`src/rtl/regfile_writeback_if.sv`:
```
// Bundle of the ALU-result, load-return, hazard-query and register-file write
// signals. The producer side of the pipeline uses master; the controller uses slave.
interface regfile_writeback_if;
  logic        aluValid;
  logic [4:0]  aluReg;
  logic [31:0] aluData;
  logic        ldIssue;
  logic [4:0]  ldIssueReg;
  logic        ldValid;
  logic        ldReady;
  logic [4:0]  ldReg;
  logic [31:0] ldData;
  logic [4:0]  readReg1;
  logic [4:0]  readReg2;
  logic        hazard1;
  logic        hazard2;
  logic        regWrite;
  logic [4:0]  writeReg;
  logic [31:0] writeData;

  modport master (
    output aluValid, aluReg, aluData,
    output ldIssue, ldIssueReg,
    output ldValid, ldReg, ldData,
    output readReg1, readReg2,
    input  ldReady, hazard1, hazard2,
    input  regWrite, writeReg, writeData
  );

  modport slave (
    input  aluValid, aluReg, aluData,
    input  ldIssue, ldIssueReg,
    input  ldValid, ldReg, ldData,
    input  readReg1, readReg2,
    output ldReady, hazard1, hazard2,
    output regWrite, writeReg, writeData
  );
endinterface

```
`src/rtl/regfile_writeback.sv`:
```
// Register-file write-port arbiter: ALU results win, load returns queue in a
// small FIFO, and a per-register scoreboard flags sources still awaiting a load.
module regfile_writeback #(
  parameter int DEPTH = 2
) (
  input logic                 clock,
  input logic                 reset,
  regfile_writeback_if.slave  bus
);

  localparam int AW = (DEPTH > 1) ? $clog2(DEPTH) : 1;
  localparam int CW = AW + 1;
  localparam logic [CW-1:0] FULL_CNT = CW'(DEPTH);

  logic [31:0]   fifo_data_q [DEPTH];
  logic [4:0]    fifo_reg_q  [DEPTH];
  logic [AW-1:0] wptr_q, wptr_d;
  logic [AW-1:0] rptr_q, rptr_d;
  logic [CW-1:0] count_q, count_d;
  logic [31:0]   pending_q, pending_d;
  logic          reg_write_q, reg_write_d;
  logic [4:0]    write_reg_q, write_reg_d;
  logic [31:0]   write_data_q, write_data_d;

  logic          alu_wr_s;
  logic          ld_ready_s;
  logic          accept_s;
  logic          enq_s;
  logic          pop_s;
  logic [4:0]    head_reg_s;
  logic [31:0]   head_data_s;

  // Ready depends only on registered occupancy so it never loops back through ldValid.
  always_comb begin
    ld_ready_s  = (count_q != FULL_CNT);
    alu_wr_s    = bus.aluValid && (bus.aluReg != 5'd0);
    accept_s    = bus.ldValid && ld_ready_s;
    enq_s       = accept_s && (bus.ldReg != 5'd0);
    pop_s       = !alu_wr_s && (count_q != {CW{1'b0}});
    head_reg_s  = fifo_reg_q[rptr_q];
    head_data_s = fifo_data_q[rptr_q];
  end

  // Write-port arbitration and FIFO pointer/occupancy next state.
  always_comb begin
    reg_write_d  = 1'b0;
    write_reg_d  = write_reg_q;
    write_data_d = write_data_q;
    wptr_d       = wptr_q;
    rptr_d       = rptr_q;
    count_d      = count_q;

    if (alu_wr_s) begin
      reg_write_d  = 1'b1;
      write_reg_d  = bus.aluReg;
      write_data_d = bus.aluData;
    end else if (pop_s) begin
      reg_write_d  = 1'b1;
      write_reg_d  = head_reg_s;
      write_data_d = head_data_s;
    end else begin
      reg_write_d  = 1'b0;
    end

    if (enq_s) begin
      wptr_d = wptr_q + AW'(1);
    end else begin
      wptr_d = wptr_q;
    end

    if (pop_s) begin
      rptr_d = rptr_q + AW'(1);
    end else begin
      rptr_d = rptr_q;
    end

    case ({enq_s, pop_s})
      2'b10:   count_d = count_q + CW'(1);
      2'b01:   count_d = count_q - CW'(1);
      default: count_d = count_q;
    endcase
  end

  // Scoreboard: a pop clears its register, a new issue sets it; set is applied last so it wins.
  always_comb begin
    pending_d = pending_q;
    if (pop_s) begin
      pending_d[head_reg_s] = 1'b0;
    end else begin
      pending_d = pending_q;
    end
    if (bus.ldIssue && (bus.ldIssueReg != 5'd0)) begin
      pending_d[bus.ldIssueReg] = 1'b1;
    end else begin
      pending_d[0] = 1'b0;
    end
    pending_d[0] = 1'b0;
  end

  // Control, scoreboard and write-port registers.
  always_ff @(posedge clock) begin
    if (reset) begin
      wptr_q       <= {AW{1'b0}};
      rptr_q       <= {AW{1'b0}};
      count_q      <= {CW{1'b0}};
      pending_q    <= 32'd0;
      reg_write_q  <= 1'b0;
      write_reg_q  <= 5'd0;
      write_data_q <= 32'd0;
    end else begin
      wptr_q       <= wptr_d;
      rptr_q       <= rptr_d;
      count_q      <= count_d;
      pending_q    <= pending_d;
      reg_write_q  <= reg_write_d;
      write_reg_q  <= write_reg_d;
      write_data_q <= write_data_d;
    end
  end

  // FIFO storage; occupancy gates every read, so the payload needs no reset.
  always_ff @(posedge clock) begin
    if (!reset && enq_s) begin
      fifo_reg_q[wptr_q]  <= bus.ldReg;
      fifo_data_q[wptr_q] <= bus.ldData;
    end
  end

  assign bus.ldReady   = ld_ready_s;
  assign bus.hazard1   = pending_q[bus.readReg1];
  assign bus.hazard2   = pending_q[bus.readReg2];
  assign bus.regWrite  = reg_write_q;
  assign bus.writeReg  = write_reg_q;
  assign bus.writeData = write_data_q;

endmodule

```
`src/flat_wrapper.sv`:
```
// flat-port wrapper written by rule: the top's interface ports become plain ports
module regfile_writeback_flat 
#(
  parameter int DEPTH = 2
)
  (clock, reset, bus_aluValid, bus_aluReg, bus_aluData, bus_ldIssue, bus_ldIssueReg, bus_ldValid, bus_ldReg, bus_ldData, bus_readReg1, bus_readReg2, bus_ldReady, bus_hazard1, bus_hazard2, bus_regWrite, bus_writeReg, bus_writeData);
  regfile_writeback_if bus_i ();
  input logic clock;
  input logic reset;
  input wire logic [$bits(bus_i.aluValid)-1:0] bus_aluValid;
  input wire logic [$bits(bus_i.aluReg)-1:0] bus_aluReg;
  input wire logic [$bits(bus_i.aluData)-1:0] bus_aluData;
  input wire logic [$bits(bus_i.ldIssue)-1:0] bus_ldIssue;
  input wire logic [$bits(bus_i.ldIssueReg)-1:0] bus_ldIssueReg;
  input wire logic [$bits(bus_i.ldValid)-1:0] bus_ldValid;
  input wire logic [$bits(bus_i.ldReg)-1:0] bus_ldReg;
  input wire logic [$bits(bus_i.ldData)-1:0] bus_ldData;
  input wire logic [$bits(bus_i.readReg1)-1:0] bus_readReg1;
  input wire logic [$bits(bus_i.readReg2)-1:0] bus_readReg2;
  output wire logic [$bits(bus_i.ldReady)-1:0] bus_ldReady;
  output wire logic [$bits(bus_i.hazard1)-1:0] bus_hazard1;
  output wire logic [$bits(bus_i.hazard2)-1:0] bus_hazard2;
  output wire logic [$bits(bus_i.regWrite)-1:0] bus_regWrite;
  output wire logic [$bits(bus_i.writeReg)-1:0] bus_writeReg;
  output wire logic [$bits(bus_i.writeData)-1:0] bus_writeData;
  assign bus_i.aluValid = bus_aluValid;
  assign bus_i.aluReg = bus_aluReg;
  assign bus_i.aluData = bus_aluData;
  assign bus_i.ldIssue = bus_ldIssue;
  assign bus_i.ldIssueReg = bus_ldIssueReg;
  assign bus_i.ldValid = bus_ldValid;
  assign bus_i.ldReg = bus_ldReg;
  assign bus_i.ldData = bus_ldData;
  assign bus_i.readReg1 = bus_readReg1;
  assign bus_i.readReg2 = bus_readReg2;
  assign bus_ldReady = bus_i.ldReady;
  assign bus_hazard1 = bus_i.hazard1;
  assign bus_hazard2 = bus_i.hazard2;
  assign bus_regWrite = bus_i.regWrite;
  assign bus_writeReg = bus_i.writeReg;
  assign bus_writeData = bus_i.writeData;
  regfile_writeback #(.DEPTH(DEPTH)) u_core (.clock(clock), .reset(reset), .bus(bus_i));
endmodule
```
`config.mk`:
```
export PLATFORM = sky130hd
export DESIGN_NAME = regfile_writeback_flat
export DESIGN_NICKNAME = d
export VERILOG_FILES = /design/src/rtl/regfile_writeback_if.sv /design/src/rtl/regfile_writeback.sv /design/src/flat_wrapper.sv
export SDC_FILE = /design/constraint.sdc
export NUM_CORES = 1
export LEC_CHECK = 0
export BUFFER_PORTS_ARGS = -buffer_cell sky130_fd_sc_hd__buf_2
export CORE_UTILIZATION = 35
export CTS_CLUSTER_DIAMETER = 40
export CTS_CLUSTER_SIZE = 25
export DETAILED_ROUTE_END_ITERATION = 10
export PLACE_DENSITY_LB_ADDON = 0.05
export REMOVE_ABC_BUFFERS = 1
export SYNTH_ARGS = -nofsm -noshare
export SYNTH_HDL_FRONTEND = slang
export SYNTH_SLANG_ARGS = --single-unit
```
`constraint.sdc`:
```
create_clock -name clock -period 5.1 [get_ports clock]
set_input_delay 0.51 -clock clock [delete_from_list [all_inputs] [get_ports clock]]
set_output_delay 0.51 -clock clock [all_outputs]
set_load 0.02 [all_outputs]
```
-- Word-level counts from Yosys, hierarchy flattened
Memory sizes are Yosys's and may differ from the RTL's. A register that Yosys moved wholly into a read port is not among the register bits.
Cells that the tools add are included.
- register bits: 74
- RAM bits: 74
- bits of input ports: 94
- output and inout port bits: 41
- word-level logic and storage cells: 65
- memories: 2
- add/sub/neg operators: 4
- magnitude comparators: 6
- equality and inequality tests: 3
- mux-type cells: 23
- bitwise gates (word level): 3
- reductions and logical operators: 16
- memories (memory ; words ; bits a word ; rd ports ; clocked after memory_dff ; wr ports ; RTL line ; source):
    u_core.fifo_data_q ; 2 ; 32 ; 1 ; 1 ; 1 ; regfile_writeback.sv:15 ; logic [31:0] fifo_data_q [DEPTH];
    u_core.fifo_reg_q ; 2 ; 5 ; 1 ; 1 ; 1 ; regfile_writeback.sv:16 ; logic [4:0] fifo_reg_q [DEPTH];
- operators by type and width (operator ; number):
    32-bit two-way mux ; 3
    32-bit AND ; 1
    32-bit inverter ; 1
    32-bit OR ; 1
    31-bit two-way mux ; 1
    5-bit by 6-bit < comparator with 1-bit output, second input constant ; 4
    5-bit nonzero test ; 3
    1-bit two-way mux ; 12
    1-bit binary-select mux with 5-bit select ; 2
    1-bit demux with 5-bit select ; 2
    5-bit by 1-bit greater-or-equal comparator with 1-bit output, second input constant ; 2
    5-bit two-way mux ; 2
    1-bit logical AND ; 8
    2-bit nonzero test ; 3
    2-bit case mux with 2 select lines ; 1
    1-bit adder, second input constant ; 2
    2-bit by 1-bit adder with 2-bit output, second input constant ; 1
    2-bit by 1-bit equality test with 1-bit output, second input constant ; 1
    2-bit equality test, second input constant ; 1
    1-bit zero test ; 2
    2-bit != test, second input constant ; 1
    2-bit by 1-bit subtractor with 2-bit output, second input constant ; 1

-- Logic depth before layout (Yosys ltp)
Gate-level depths: netlist of run 1.
- word-level depth: 9
- mapped depth: 9
- mapped depth without buffers: 7

-- Least setup slack after synthesis of run 1
OpenSTA, ideal clock, no wires.
- path kind: register to register
- start: register u_core.count_q[0]
- end: memory u_core.fifo_data_q[1][0] (enable)
- library setup time: 485 ps
- arrival time: 3634 ps
- required time: 4615 ps
- slack: 981 ps
- cell stages (with the launch flop): 4
- buffers on the path: 0
- clock period less this slack: 4119 ps
- path through: dfxtp_1 -> nand2b_1 -> o211ai_1 -> nor3b_1
- word-level cells in the longest chain between the ends: 6
- ends and longest elaborated chain (item ; RTL line ; source):
    from (decl) ; regfile_writeback.sv:19 ; logic [CW-1:0] count_q, count_d;
    from (signal assigned) ; regfile_writeback.sv:105 ; count_q <= {CW{1'b0}};
    from (signal assigned) ; regfile_writeback.sv:113 ; count_q <= count_d;
    2-bit != test ; regfile_writeback.sv:35 ; ld_ready_s = (count_q != FULL_CNT);
    net bus_ldReady ; flat_wrapper.sv:20 ; output wire logic [$bits(bus_i.ldReady)-1:0] bus_ldReady;
    1-bit logical AND ; regfile_writeback.sv:37 ; accept_s = bus.ldValid && ld_ready_s;
    1-bit logical AND ; regfile_writeback.sv:38 ; enq_s = accept_s && (bus.ldReg != 5'd0);
    1-bit logical AND ; regfile_writeback.sv:123 ; if (!reset && enq_s) begin
    1-bit two-way mux ; regfile_writeback.sv:123 ;
    1-bit two-way mux (not written as such) ; regfile_writeback.sv:125 ; fifo_data_q[wptr_q] <= bus.ldData;
    to (decl) ; regfile_writeback.sv:15 ;
The timed path passes the listed nets, and every way through them passes these cells.

-- Worst setup path in the final report of run 1
- start: input port bus_readReg1[1]
- end: output port bus_hazard1
- word-level cells in the longest chain between the ends: 2
- ends and longest elaborated chain (item ; RTL line ; source):
    from (decl) ; flat_wrapper.sv:18 ; input wire logic [$bits(bus_i.readReg1)-1:0] bus_readReg1;
    1-bit binary-select mux with 5-bit select ; regfile_writeback.sv:130 ; assign bus.hazard1 = pending_q[bus.readReg1];
    1-bit two-way mux (not written as such) ; regfile_writeback.sv:130 ;
    to (decl) ; flat_wrapper.sv:21 ; output wire logic [$bits(bus_i.hazard1)-1:0] bus_hazard1;
Every way passes these cells. The select of a mux whose other input is x is not followed.

==> flow_summary.toml, run 1 <==
[critical_path]
critPathCaptureType = "output pin"
crit_type = "input port to output pin"
crit_fanout = 9
cp-start-kind = "input port"
crit_path_top_delay_cell = "or4_1"
slowest_delay_ns = 0.53
cp_cell_sequence = "buf_2, mux2_2, a221oi_1, a2111oi_0, or4_1, buf_2"
crit_required_ns = 4.59
cpMostUsedCell = "buf_2"
arrival_ns = 2.18

[cts]
cts_resized = 0
cts-root-buf = "clkbuf_16"
cts_buffers = 17
cts_tree = "built"
ctsHoldBuffers = 0
clk_pin_slew_ns = 0.07
h-tree-depth = 4
worstSkewPairLatency_ns = 0.42
cts_sinks = 148
clock_path_buffers = 2
cts_setup_buffers = 0

[yosys]
synth_edf_count = 74
synthTopCellsByCount = "nand2_1, dfxtp_1, edfxtp_1, a21oi_1, o211ai_1"
yosysSeqAreaShare = 0.576
synthCells = 572
syn-cell-area_sq_mm = 0.00643
synth_cell_types = 40
synth.most_common_cell = "nand2_1"
synth_top_area_frac = 0.345
synth_area_leaders = "edfxtp_1, dfxtp_1, nand2_1"
async_reset_ff_frac = 0
yosysWarnings = 0
ys.flop_type = "edfxtp_1"
yosys.area.top_type = "edfxtp_1"
ys_ff_latch = 148
postSynthAreaPerCell_sq_um = 11.2

[timing]
slew_headroom = 0.246
final.setup_skew_ns = 0.00868
fmaxAchievable_mhz = 372
period_needed_ns = 2.69
worstMarginPinSlew_ns = 1.13
rsz0062_at_grt = "false"
hold_violations = 0
tns_ns = 0
final-setup-viol-count = 0
timing.final.max_slew_violations = 0
fin_crit_sh = 0.528

[global_route]
antenna_found_initial = 2
grt_max_degree = 75
globalRouteTotalUtil = 0.186
grt_overflow_total = 0
grt_pass1_vias = 4945
grt_pass1_wl_um = 26100

[placed_design]
port_buffers = 134
gp_congestion = 0.852
dp_hpwl_um = 10900

[layout]
area_growth_pct = 22.1
fillCellCount = 1739
fin_nets = 779
layout-drive-gt1-share = 0.278
utilization = 0.437

[floorplanning]
die_y_um = 138
io_pins = 135
core_sq_mm = 0.0180
start_util = 0.358
rows = 49
die_w_um = 138
dieArea_sq_mm = 0.0189

[detailed_routing]
wl_per_cell_um = 18.1
firstDrtPassIters = 5
vias = 4981
drc_errors = 0
drt-total-wl_um = 16800
drtIter0Drc = 305
viasPerCell = 5.37
ant_nets = 0

[power]
powerDensity_mw_per_mm2 = 466
leakage_uw = 0.00283
ir_worst_vdd_v = 0.000234

[hold_path]
hold_path.class = "input port to flop"

[job]
maxCapViolCount = 0

[run_status]
status = "complete, no violations"
[cells in the final DEF (no fill, tap or decap), types with 2 or more instances in the layout]
master      synthesis  routed
o41ai_1            31      31
nand4b_1            2       2
nor2b_1             6       6
dfxtp_1            74      73
clkinv_1            0       2
o211ai_1           38      38
or2_2               3       3
mux2i_1            37      37
clkinv_4            0       2
nand2_1           105     105
bufinv_16           0       2
clkinvlp_4          0       2
mux4_2             14      14
o311ai_0            3       3
clkbuf_16           0      17
nand4_1             4       4
a2111oi_0           2       2
inv_1               4       4
a21oi_1            72      72
inv_6               0       3
nand2b_1            6       6
inv_8               0       4
nor4bb_1            2       2
nor2_1             12      12
or4_1               4       4
a221oi_1            2       2
or3_1               2       2
and4b_1             2       2
o21ai_0             3       2
nor3_1              4       3
nand3b_1            2       2
xor2_1              2       2
edfxtp_1           74      74
a31oi_1             3       3
buf_2              12     134
buf_4               0       6
nand3_1             2       2
mux2_2              2       2
[through the flow]
step	setup WS, ns	instance area, sq um	power (uW)	instances	hold slack, ns
after CTS	2.39	7850	3710	926	0.252
after global placement	2.33	7250	2420	894	0.465
after detailed placement	2.28	7250	2430	894	0.472
after floorplan	0.981	6230	2090	525	0.442
after global routing	2.25	7850	3860	927	0.253
final	2.41	7850	3660	927	0.277
[kinds of logic after synthesis]
family / count (synthesis) / share of synthesized area
flip-flops: 148 / 0.576
adder cells (fa/ha/maj): 1 / 0.00194
AND/OR/NAND/NOR: 160 / 0.114
multiplexers: 53 / 0.110
AO/OA/AOI/OAI: 156 / 0.160
buffers and inverters: 51 / 0.0344
XOR/XNOR: 3 / 0.00408
[sequential cells by signal (all words and copies together), names as in the netlist, named ones only]
name and flops:
u_core.count_q 2, u_core.pending_q 31, u_core.fifo_data_q 64, u_core.bus.writeData 32, u_core.bus.writeReg 5, u_core.rptr_q 1
u_core.fifo_reg_q 10, u_core.bus.regWrite 1, u_core.wptr_q 1
[report_power, final]
group	leakage [uW]	switching (uW)	total, uW	internal [uW]
clock network	0.000287	530	1270	736
logic	0.00126	638	942	304
registers	0.00129	58.2	1450	1400
total	0.00283	1230	3660	2440
[path summary, 6_finish.rpt]
kind                   startpoint                   endpoint  slack, ns  cells past startpoint
max               bus_readReg1[1]                bus_hazard1       2.41                      6
min                bus_ldData[23]  u_core.fifo_data_q[1][23]       0.28                      1
max reg2reg     u_core.count_q[0]       u_core.pending_q[12]       2.51                      5
min reg2reg  u_core.pending_q[20]       u_core.pending_q[20]       0.48                      2
[metal layers]
| layer | global-route usage | share of wire |
|---|---|---|
| met1 | 0.233 | 0.45 |
| met2 | 0.301 | 0.48 |
| met3 | 0.0530 | 0.053 |
| met4 | 0.0726 | 0.011 |
| met5 | 0 | 0.00059 |
[cell type report]
cell class / count / area (sq um) / area share
sequential: 148 / 3700 / 0.472
multi-input combinational: 373 / 2530 / 0.322
timing repair buffer: 140 / 716 / 0.0911
clock buffer: 17 / 425 / 0.0542
tap: 229 / 287 / 0.0365
clock inverter: 15 / 171 / 0.0218
inverter: 4 / 15.0 / 0.00191
antenna: 1 / 2.50 / 0.000319
[worst max-delay path: cells and delay by family]
kind	cells	cell delay, ns
compound gates	2	0.35
mux	1	0.37
simple gates	1	0.53
buf+inv	2	0.41
No activity file was read; power rests on OpenSTA's default activity.
==> run 2: changes to the inputs <==
Settings changed: ABC_AREA set to 1.
Clock period 5.1 ns to 2.65 ns, I/O delays scaled along.
==> run 2 against run 1 <==
Compared with the run above: design area increased by 8.2%; die area increased by 7.7%; global-route usage is 0.48 points higher; combinational power grew 52%; non-clock buffer count up 7; sequential power rose by 88%; largest power group is now the clock network.
==> flow_summary.toml, run 2 <==
[cts]
cts_sinks = 148
cts_resized = 0
cts_tree = "built"
worstSkewPairLatency_ns = 0.42
clock_path_buffers = 2
ctsHoldBuffers = 0
cts_buffers = 17
clk_pin_slew_ns = 0.06
cts_setup_buffers = 0
cts-root-buf = "clkbuf_16"
h-tree-depth = 4

[floorplanning]
die_w_um = 143
rows = 51
io_pins = 135
core_sq_mm = 0.0195
dieArea_sq_mm = 0.0204
die_y_um = 143
start_util = 0.357

[layout]
layout_common_cells = "nand2_1, nand3_1, buf_2"
largest_register_ffs = 64
mostFrequentLayoutCell = "nand2_1"
n_antenna_cell = 0
layout-drive-gt1-share = 0.218
area_growth_pct = 22.4
utilization = 0.436
fillCellCount = 2062
fin_nets = 1099
top_register = "u_core.fifo_data_q"

[critical_path]
crit_path_top_delay_cell = "inv_1"
critPathCaptureType = "output pin"
arrival_ns = 1.62
crit_required_ns = 2.38
cpMostUsedCell = "nand2_1"
cp_cell_sequence = "buf_2, inv_1, nand2_1, nand3_1, nand3_1, nand3_1, nand2_1, nand2_1, nand2_1, buf_2"
cp-start-kind = "input port"
crit_buf_inv = 3
crit_type = "input port to output pin"
crit_fanout = 17
slowest_delay_ns = 0.32
critPathTopFamily = "buffers and inverters"

[global_route]
grt_pass1_vias = 5541
grt_overflow_total = 0
grt_pass1_wl_um = 29300
antenna_found_initial = 1
grt_max_degree = 53
globalRouteTotalUtil = 0.191

[power]
powerDensity_mw_per_mm2 = 815
leakage_uw = 0.00372
ir_worst_vdd_v = 0.000485
p_total_uw = 6920

[yosys]
synth.most_common_cell = "nand2_1"
synth_top_area_frac = 0.320
synth_cell_types = 25
yosysWarnings = 0
ys_ff_latch = 148
yosysSeqAreaShare = 0.534
yosys.area.top_type = "edfxtp_1"
async_reset_ff_frac = 0
synth_area_leaders = "edfxtp_1, dfxtp_1, nand2_1"
synthTopCellsByCount = "nand2_1, nand3_1, dfxtp_1, edfxtp_1, inv_1"
syn-cell-area_sq_mm = 0.00694
synthCells = 880
ys.flop_type = "edfxtp_1"
synth_edf_count = 74
postSynthAreaPerCell_sq_um = 7.89

[timing]
worstMarginPinSlew_ns = 0.676
setup_slack_ns = 0.768
period_needed_ns = 1.88
holdWs_ns = 0.0319
tns_ns = 0
timing.final.max_slew_violations = 0
final.setup_skew_ns = 0.00801
final-setup-viol-count = 0
slew_headroom = 0.547
hold_violations = 0
fmaxAchievable_mhz = 531
rsz0062_at_grt = "false"
fin_crit_sh = 0.710

[placed_design]
gp_congestion = 0.809
pre_cts_slack_ns = 0.747
dp_hpwl_um = 12600
port_buffers = 134

[detailed_routing]
viasPerCell = 4.57
vias = 5863
ant_nets = 0
drtIter0Drc = 307
drc_errors = 0
drt-total-wl_um = 18400
firstDrtPassIters = 5
wl_per_cell_um = 14.3

[hold_path]
hold_path.class = "input port to flop"

[job]
maxCapViolCount = 0

[run_status]
status = "complete, no violations"
[run 2: metal layers]
metal / up-vias / track usage / wire length (um)
met2: 134 / 0.307 / 8540
met5: - / 0 / 0
met3: 13 / 0.0409 / 897
li1: 3094 / - / -
met1: 2622 / 0.255 / 8750
met4: 0 / 0.0600 / 189
[run 2: worst paths after layout]
| kind | from | end | slack [ns] | depth (start not counted) |
|---|---|---|---|---|
| max reg2reg | u_core.count_q[0] | u_core.fifo_data_q[0][31] | 0.79 | 7 |
| min | bus_ldData[5] | u_core.fifo_data_q[0][5] | 0.03 | 1 |
| max | bus_readReg1[0] | bus_hazard1 | 0.77 | 10 |
| min reg2reg | u_core.rptr_q | flop | 0.45 | 1 |
[run 2: stage by stage]
stage          instance area (sq um)  std cells
2_1_floorplan                   6700        838
4_1_cts                         8490       1282
3_3_place_gp                    7810       1250
6_report                        8490       1282
3_5_place_dp                    7810       1250
5_1_grt                         8490       1282
[run 2: logic make-up (layout without fill, tap and decap cells)]
kind of cell    Yosys count  in the layout  share of synthesized area
buf+inv                  98            235                     0.0646
flops                   148            148                      0.534
fa+ha+maj                 1              1                    0.00180
compound gates           45             45                     0.0352
simple gates            588            588                      0.365
[run 2: where the power goes]
part           total (uW)  switching [uW]  internal, uW
registers            2730             105          2630
clock network        2760             988          1770
logic                1430            1000           427
[run 2: layout make-up]
type,count,area [sq um],area share
flip-flops and latches,148,3700,0.436
well taps,265,332,0.0390
clock inverters,13,216,0.0255
clock buffers,19,464,0.0547
multi-input cells,634,2800,0.329
repair buffers,147,768,0.0905
inverters,56,210,0.0247
[run 2: worst register-to-register path, delay by kind of cell (launching register included)]
| kind | cells | cell delay (ns) |
|---|---|---|
| buf+inv | 3 | 0.66 |
| flops | 1 | 0.37 |
| simple gates | 4 | 0.44 |
